File: src/rtl/mat_mac_pkg.sv
// Shared types and defaults for the single-MAC matrix multiply engine.
package mat_mac_pkg;

  typedef enum logic [2:0] {
    IDLE,
    ISSUE,
    DRAIN,
    WRITE,
    DONE
  } state_t;

  localparam int MAT_DIM    = 8;
  localparam int MAT_DATA_W = 32;

  function automatic int idx_width(input int dim);
    return $clog2(dim * dim);
  endfunction

endpackage

File: src/rtl/mat_idx_counter.sv
// Nested k (inner) / j / i (outer) element counter with wrap flags.
module mat_idx_counter #(
  parameter int DIM   = 8,
  parameter int CNT_W = $clog2(DIM)
) (
  input  logic             clk_i,
  input  logic             rst_i,
  input  logic             clr,
  input  logic             step_k,
  input  logic             step_ij,
  output logic [CNT_W-1:0] i,
  output logic [CNT_W-1:0] j,
  output logic [CNT_W-1:0] k,
  output logic             k_last,
  output logic             ij_last
);

  logic [CNT_W-1:0] i_reg, j_reg, k_reg;
  logic             j_last, i_last;

  assign i       = i_reg;
  assign j       = j_reg;
  assign k       = k_reg;
  assign k_last  = (k_reg == CNT_W'(DIM - 1));
  assign j_last  = (j_reg == CNT_W'(DIM - 1));
  assign i_last  = (i_reg == CNT_W'(DIM - 1));
  assign ij_last = i_last & j_last;

  // Advancing to the next output element always restarts the dot product at k=0.
  always_ff @(posedge clk_i) begin
    if (rst_i || clr) begin
      i_reg <= '0;
      j_reg <= '0;
      k_reg <= '0;
    end else if (step_ij) begin
      k_reg <= '0;
      if (j_last) begin
        j_reg <= '0;
        i_reg <= i_last ? '0 : i_reg + 1'b1;
      end else begin
        j_reg <= j_reg + 1'b1;
      end
    end else if (step_k) begin
      k_reg <= k_last ? '0 : k_reg + 1'b1;
    end
  end

endmodule

File: src/rtl/mat_mac_engine.sv
// Sequential C = A x B engine: one multiply-accumulate per cycle, one C write per element.
module mat_mac_engine
  import mat_mac_pkg::*;
#(
  parameter int DIM    = MAT_DIM,
  parameter int DATA_W = MAT_DATA_W,
  parameter int IDX_W  = idx_width(DIM)
) (
  input  logic              clk_i,
  input  logic              rst_i,
  input  logic              start_i,
  input  logic              clear_i,
  output logic              busy_o,
  output logic              done_o,
  output logic [IDX_W-1:0]  a_addr_o,
  input  logic [DATA_W-1:0] a_rdata_i,
  output logic [IDX_W-1:0]  b_addr_o,
  input  logic [DATA_W-1:0] b_rdata_i,
  output logic              c_we_o,
  output logic [IDX_W-1:0]  c_addr_o,
  output logic [DATA_W-1:0] c_wdata_o
);

  localparam int CNT_W = IDX_W / 2;

  state_t              state_reg;
  logic                start_prev_reg;
  logic                busy_reg, done_reg, c_we_reg;
  logic [IDX_W-1:0]    c_addr_reg;
  logic [DATA_W-1:0]   c_wdata_reg, acc_reg;
  logic                issue_d_reg;
  logic [CNT_W-1:0]    k_d_reg;

  logic [CNT_W-1:0]    i_cnt, j_cnt, k_cnt;
  logic                k_last, ij_last;
  logic                start_rise, idle_like, cnt_clr;
  logic [DATA_W-1:0]   prod, acc_sum;

  assign start_rise = start_i & ~start_prev_reg;
  assign idle_like  = (state_reg == IDLE) || (state_reg == DONE);
  assign cnt_clr    = clear_i || (idle_like && start_rise);

  // Power-of-two DIM makes row-major addressing a plain concatenation.
  assign a_addr_o = {i_cnt, k_cnt};
  assign b_addr_o = {k_cnt, j_cnt};

  // Truncating multiply/add: wraps modulo 2^DATA_W, same bits signed or unsigned.
  assign prod    = a_rdata_i * b_rdata_i;
  assign acc_sum = ((k_d_reg == '0) ? '0 : acc_reg) + prod;

  assign busy_o    = busy_reg;
  assign done_o    = done_reg;
  assign c_we_o    = c_we_reg;
  assign c_addr_o  = c_addr_reg;
  assign c_wdata_o = c_wdata_reg;

  mat_idx_counter #(
    .DIM   (DIM),
    .CNT_W (CNT_W)
  ) u_idx (
    .clk_i   (clk_i),
    .rst_i   (rst_i),
    .clr     (cnt_clr),
    .step_k  (state_reg == ISSUE),
    .step_ij (state_reg == WRITE),
    .i       (i_cnt),
    .j       (j_cnt),
    .k       (k_cnt),
    .k_last  (k_last),
    .ij_last (ij_last)
  );

  always_ff @(posedge clk_i) begin
    if (rst_i) begin
      state_reg      <= IDLE;
      start_prev_reg <= 1'b1;
      busy_reg       <= 1'b0;
      done_reg       <= 1'b0;
      c_we_reg       <= 1'b0;
      c_addr_reg     <= '0;
      c_wdata_reg    <= '0;
      acc_reg        <= '0;
      issue_d_reg    <= 1'b0;
      k_d_reg        <= '0;
    end else begin
      start_prev_reg <= start_i;
      issue_d_reg    <= (state_reg == ISSUE) && !clear_i;
      k_d_reg        <= k_cnt;
      c_we_reg       <= 1'b0;
      if (issue_d_reg) begin
        acc_reg <= acc_sum;
      end
      if (clear_i) begin
        state_reg <= IDLE;
        busy_reg  <= 1'b0;
        done_reg  <= 1'b0;
      end else begin
        case (state_reg)
          IDLE, DONE: begin
            if (start_rise) begin
              state_reg <= ISSUE;
              busy_reg  <= 1'b1;
              done_reg  <= 1'b0;
            end
          end
          ISSUE: begin
            if (k_last) state_reg <= DRAIN;
          end
          // The final product arrives this cycle, so write the fresh sum directly.
          DRAIN: begin
            state_reg   <= WRITE;
            c_we_reg    <= 1'b1;
            c_addr_reg  <= {i_cnt, j_cnt};
            c_wdata_reg <= acc_sum;
          end
          WRITE: begin
            if (ij_last) begin
              state_reg <= DONE;
              busy_reg  <= 1'b0;
              done_reg  <= 1'b1;
            end else begin
              state_reg <= ISSUE;
            end
          end
          default: state_reg <= IDLE;
        endcase
      end
    end
  end

endmodule

File: config.mk
export PLATFORM = sky130hd
export DESIGN_NAME = mat_mac_engine
export DESIGN_NICKNAME = d
export VERILOG_FILES = /design/src/rtl/mat_mac_pkg.sv /design/src/rtl/mat_idx_counter.sv /design/src/rtl/mat_mac_engine.sv
export SDC_FILE = /design/constraint.sdc
export NUM_CORES = 1
export LEC_CHECK = 0
export BUFFER_PORTS_ARGS = -buffer_cell sky130_fd_sc_hd__buf_2
export CAP_MARGIN = 20
export CORE_MARGIN = 10
export CORE_UTILIZATION = 25
export DETAILED_ROUTE_END_ITERATION = 8
export REMOVE_ABC_BUFFERS = 1
export SLEW_MARGIN = 40
export SYNTH_ARGS = -nofsm -noshare
export SYNTH_HDL_FRONTEND = slang
export SYNTH_SLANG_ARGS = --single-unit
File: constraint.sdc
create_clock -name clk_i -period 18.2 [get_ports clk_i]
set_clock_uncertainty 0.05 [all_clocks]
set_input_delay 0.91 -clock clk_i [delete_from_list [all_inputs] [get_ports clk_i]]
set_output_delay 0.91 -clock clk_i [all_outputs]
set_load 0.05 [all_outputs]
== Word level (Yosys, flattened, before mapping) ==
Cells that the tools add are included.

* Output and inout port bits: 53
* Register bits after elaboration: 90
* Bits of input ports: 68
* Logic and storage cells: 63

* Eq/ne operators: 10
* Bitwise operators: 4
* Reduce and logical (&&, ||, !) cells: 16
* Muxes and demuxes: 15
* $add $sub $neg: 4
* Multipliers: 1

{| class="wikitable"
|+ Operator list
! kind !! count
|-
| adder 32 bit || 1
|-
| multiplier 32 x 32 -> 32 bit || 1
|-
| 2-to-1 mux 32 bit || 1
|-
| 2-to-1 mux 3 bit || 6
|-
| == test 3 bit, second input constant || 4
|-
| case mux 3 bit (4 select lines) || 1
|-
| adder 3 x 1 -> 3 bit, second input constant || 3
|-
| == test 3 x 2 -> 1 bit, second input constant || 2
|-
| logical NOT 3 bit || 2
|-
| != test 2 bit, second input constant || 3
|-
| AND reduction 2 bit || 3
|-
| OR reduction 2 bit || 3
|-
| 2-to-1 mux 1 bit || 5
|-
| case mux 1 bit (2 select lines) || 2
|-
| == test 3 x 1 -> 1 bit, second input constant || 1
|-
| logical OR 1 bit || 3
|-
| AND reduction 3 bit || 1
|-
| bitwise AND 1 bit || 2
|-
| logical AND 1 bit || 2
|-
| inverter 1 bit || 2
|-
| nonzero test 2 bit || 1
|-
| logical NOT 1 bit || 1
|}

== Depth between registers and ports, before layout ==
* Word-level depth: 6
* Depth in mapped cells: 29

== Cells and area by module ==
A second synthesis with hierarchy kept.

* Cell total of the unflattened synthesis: 2237
* Area total of the unflattened synthesis: 20195.6 um^2

{| class="wikitable"
|+ By module, submodules not included
! module !! cells each !! area an instance (um^2) !! instances !! seq. area each (um^2)
|-
| mat_mac_engine || 2194 || 19728.9 || 1 || 1621.6
|-
| mat_idx_counter || 43 || 466.7 || 1 || 180.2
|}

== Least setup slack after synthesis ==
Ideal clock, no wire load.

* Path type: input-to-reg
* From: input port b_rdata_i[2]
* To: register c_wdata_reg[31] (netlist: c_wdata_o[31])
* Arrival: 7356 ps
* Setup slack: 10723 ps
* Required time: 18080 ps
* Stages on the path: 26
* Library setup time: 70 ps
* Buffers on the path: 3
* Path through: clkbuf_1 clkbuf_1 nand2_1 fa_1 fa_1 inv_1 fa_1 inv_1 fa_1 inv_1 fa_1 inv_1 fa_1 fa_1 fa_1 inv_1 ha_1 clkbuf_1 a21o_1 a21o_1 a211oi_1 a211oi_1 o31ai_1 xnor2_1 nand2_1 a21oi_1

* Word-level cells in the longest chain between the ends: 2

{| class="wikitable"
|+ RTL lines
! element !! RTL line !! text
|-
| start, declared || mat_mac_engine.sv:18 || <nowiki>input logic [DATA_W-1:0] b_rdata_i,</nowiki>
|-
| multiplier 32 x 32 -> 32 bit || mat_mac_engine.sv:48 || <nowiki>assign prod = a_rdata_i * b_rdata_i;</nowiki>
|-
| adder 32 bit || mat_mac_engine.sv:49 || <nowiki>assign acc_sum = ((k_d_reg == '0) ? '0 : acc_reg) + prod;</nowiki>
|-
| end signal, assigned || mat_mac_engine.sv:114 || <nowiki>c_wdata_reg <= acc_sum;</nowiki>
|-
| end, declared || mat_mac_engine.sv:30 || <nowiki>logic [DATA_W-1:0] c_wdata_reg, acc_reg;</nowiki>
|}

No other way between the ends.
A chain may end at the register's enable or synchronous reset.

== Worst setup path in the final report ==
* From: input port b_rdata_i[0]
* To: register c_wdata_reg[31] (netlist: c_wdata_o[31])

Same word-level chain as after synthesis.

==> results.ini <==
[run_status]
status=completed

[synth]
yosysSeqAreaShare_pct=8.958
ys_warn_count=0
syn_area_um2=20110
synth-edff-count=0
syn_inst=2264
syn_area_per_cell_um2=8.884
ys.flop_type=dfxtp_1
ys_async_sr_fraction_pct=0
synth_cell_type_count=51
ys_ff_latch=90

[sta]
slew_headroom_pct=43.71
hold_viol_final=0
period_needed_ps=7687
fin_setup_tns_ps=0
rsz0062_at_grt=false
finalCritPeriodShare_pct=42.24
finalSetupViolations=0
worst_pin_slew_ps=844.3
hold_ws_ps=403.1
fmax_mhz=130.1
drv_slew=0

[layout]
design_area_um2=21930
syn2layout_area_growth_pct=9.014
num_antenna_cells=0
final.fill_count=8647
layout-drive-gt1-share_pct=6.725
layout_commonest_cell=inv_1
layout.nets=2921
layout_common_cells=485 x inv_1, 438 x fa_1, 342 x nand2_1, 303 x and2_1, 130 x ha_1

[hold_path]
worst_hold_path_type=reg -> reg

[floorplanning]
ios=121
num_rows=103
die_area_um2=92200
fp.dieW_um=303.6
die_h_um=303.6
core_area_um2=79390
start_util_pct=25.34

[critical_path]
path_depth=24
path_max_fanout=32
worst-r2r-setup-slack_ps=10750
crit-reg2reg-capture=acc_reg[28]
crit_path_end_kind=flop
max_stage_delay_ps=540
startpoint=b_rdata_i[0]
cp.buffers_inverters=6
crit_path_start_kind=primary input
slowest_stage=fa_1
crit_required_ps=18430
rr_startpoint=k_d_reg[1]
reg2regPathDepth=25
cpMostUsedCell=fa_1
crit_type=in -> reg
critPathCapture=c_wdata_o[31]
worst_path_dominant_cell_family=adder cells
critical_path.cell_chain=buf_2, nand2_1, fa_1, inv_1, fa_1, fa_1, inv_1, fa_1, inv_1, fa_1, fa_1, fa_1, inv_1, fa_1, inv_1, ha_1, a21o_1, a21o_1, a211oi_1, a211oi_1, o31ai_1, xnor2_1, nand2_1, a21oi_1
critPathArrivalTime_ps=7920

[clocking]
cts.clk_slew.worst_paths_ps=70
cts_buffers=9
cts_tree=done
cts_setup_buffers=0
ctsLongestPathBuffers=2
cts_sinks=90
cts-root-buf=clkbuf_16
insertion_delay_ps=360
cts_resized=0
cts_hold_buf=0
htreeDepth=3

[detailed_routing]
ant_nets=0
wl_per_cell_um=16.95
firstDrtPassIters=5
drt-initial-drc-count=687
viasPerCell=4.330
vias=14463
wl_mm=56.61
drc=0

[global_routing]
grt-ovfl-total=0
antenna_found_initial=9
grt_pass1_vias=15665
track_usage_pct=12.29
grt_pass1_wl_mm=91.63
grt_start_max_net_pins=45

[place]
placed_area_um2=21640
place_congestion=0.8485
hpwl_mm=45.72
port_buffers=120

[flow_run]
cap_violations=0

==> how the worst min path moves through the flow <==
| stage | slack [ps] | cells after the start | to | start |
|---|---|---|---|---|
| after detailed placement | 400 | 2 | c_wdata_o[13] | c_wdata_o[13] |
| after floorplan | 390 | 2 | acc_reg[28] | acc_reg[28] |
| after CTS | 410 | 2 | c_wdata_o[13] | c_wdata_o[13] |
| final | 400 | 2 | c_wdata_o[13] | c_wdata_o[13] |
| after global routing | 420 | 2 | c_addr_o[2] | c_addr_o[2] |
| after global placement | 390 | 2 | c_addr_o[0] | c_addr_o[0] |
==> metrics by stage <==
stage	utilization, %	instances	setup slack (ps)
finish	27.62	3340	10510
global placement	27.26	3324	10290
floorplan	-	2146	11090
CTS	27.62	3340	10530
detailed placement	27.26	3324	10230
global route	27.62	3340	10080
==> cell usage after synthesis (all sizes together), types with 12 or more instances <==
cell type / count / area, um2
o21ai: 18 / 93.84
ha: 130 / 1627
xor2: 15 / 131.4
nor2: 51 / 191.4
inv: 485 / 1821
nand2: 342 / 1284
mux2i: 26 / 260.3
nor3: 12 / 60.06
a21oi: 68 / 344.1
xnor2: 65 / 569.3
and2: 303 / 1896
fa: 438 / 8768
dfxtp: 90 / 1802
a211oi: 13 / 110.1
clkbuf: 109 / 409.1
==> area by class of cell <==
| cell class | instances | area (um2) | share of cell area [%] |
|---|---|---|---|
| repair buffers | 128 | 660.6 | 3.013 |
| well taps | 1050 | 1314 | 5.992 |
| clock buffers | 10 | 229.0 | 1.044 |
| clock inverters | 6 | 57.56 | 0.2625 |
| inverters | 485 | 1821 | 8.303 |
| flip-flops and latches | 90 | 1803 | 8.223 |
| multi-input cells | 1571 | 16040 | 73.16 |
==> cell families (layout without fill, tap and decap cells) <==
| family | Yosys count | count (layout) | synth area share [%] |
|---|---|---|---|
| simple gates | 754 | 754 | 18.50 |
| xor+xnor | 83 | 83 | 3.820 |
| mux | 26 | 26 | 1.294 |
| compound gates | 140 | 140 | 4.436 |
| buf+inv | 603 | 629 | 11.31 |
| flops | 90 | 90 | 8.958 |
| fa+ha+maj | 568 | 568 | 51.68 |
==> worst register-to-register path: cells and delay by family, from the launching register on <==
| family | cells | cell delay (ps) |
|---|---|---|
| AO/OA/AOI/OAI | 4 | 840 |
| AND/OR/NAND/NOR | 5 | 1150 |
| flip-flops | 1 | 300 |
| buffers and inverters | 7 | 620 |
| adder cells (fa/ha/maj) | 9 | 4440 |
==> routing by layer <==
layer | global-route usage, % | vias to the layer above | wire length (um)
li1 | - | 6649 | -
met1 | 17.20 | 7490 | 26950
met2 | 20.67 | 275 | 27040
met3 | 0.9843 | 45 | 1955
met4 | 2.024 | 4 | 650
met5 | 0 | - | 14
Power is not shown: default switching activity piles up to over one toggle a cycle in this logic, so the estimate is an artifact.
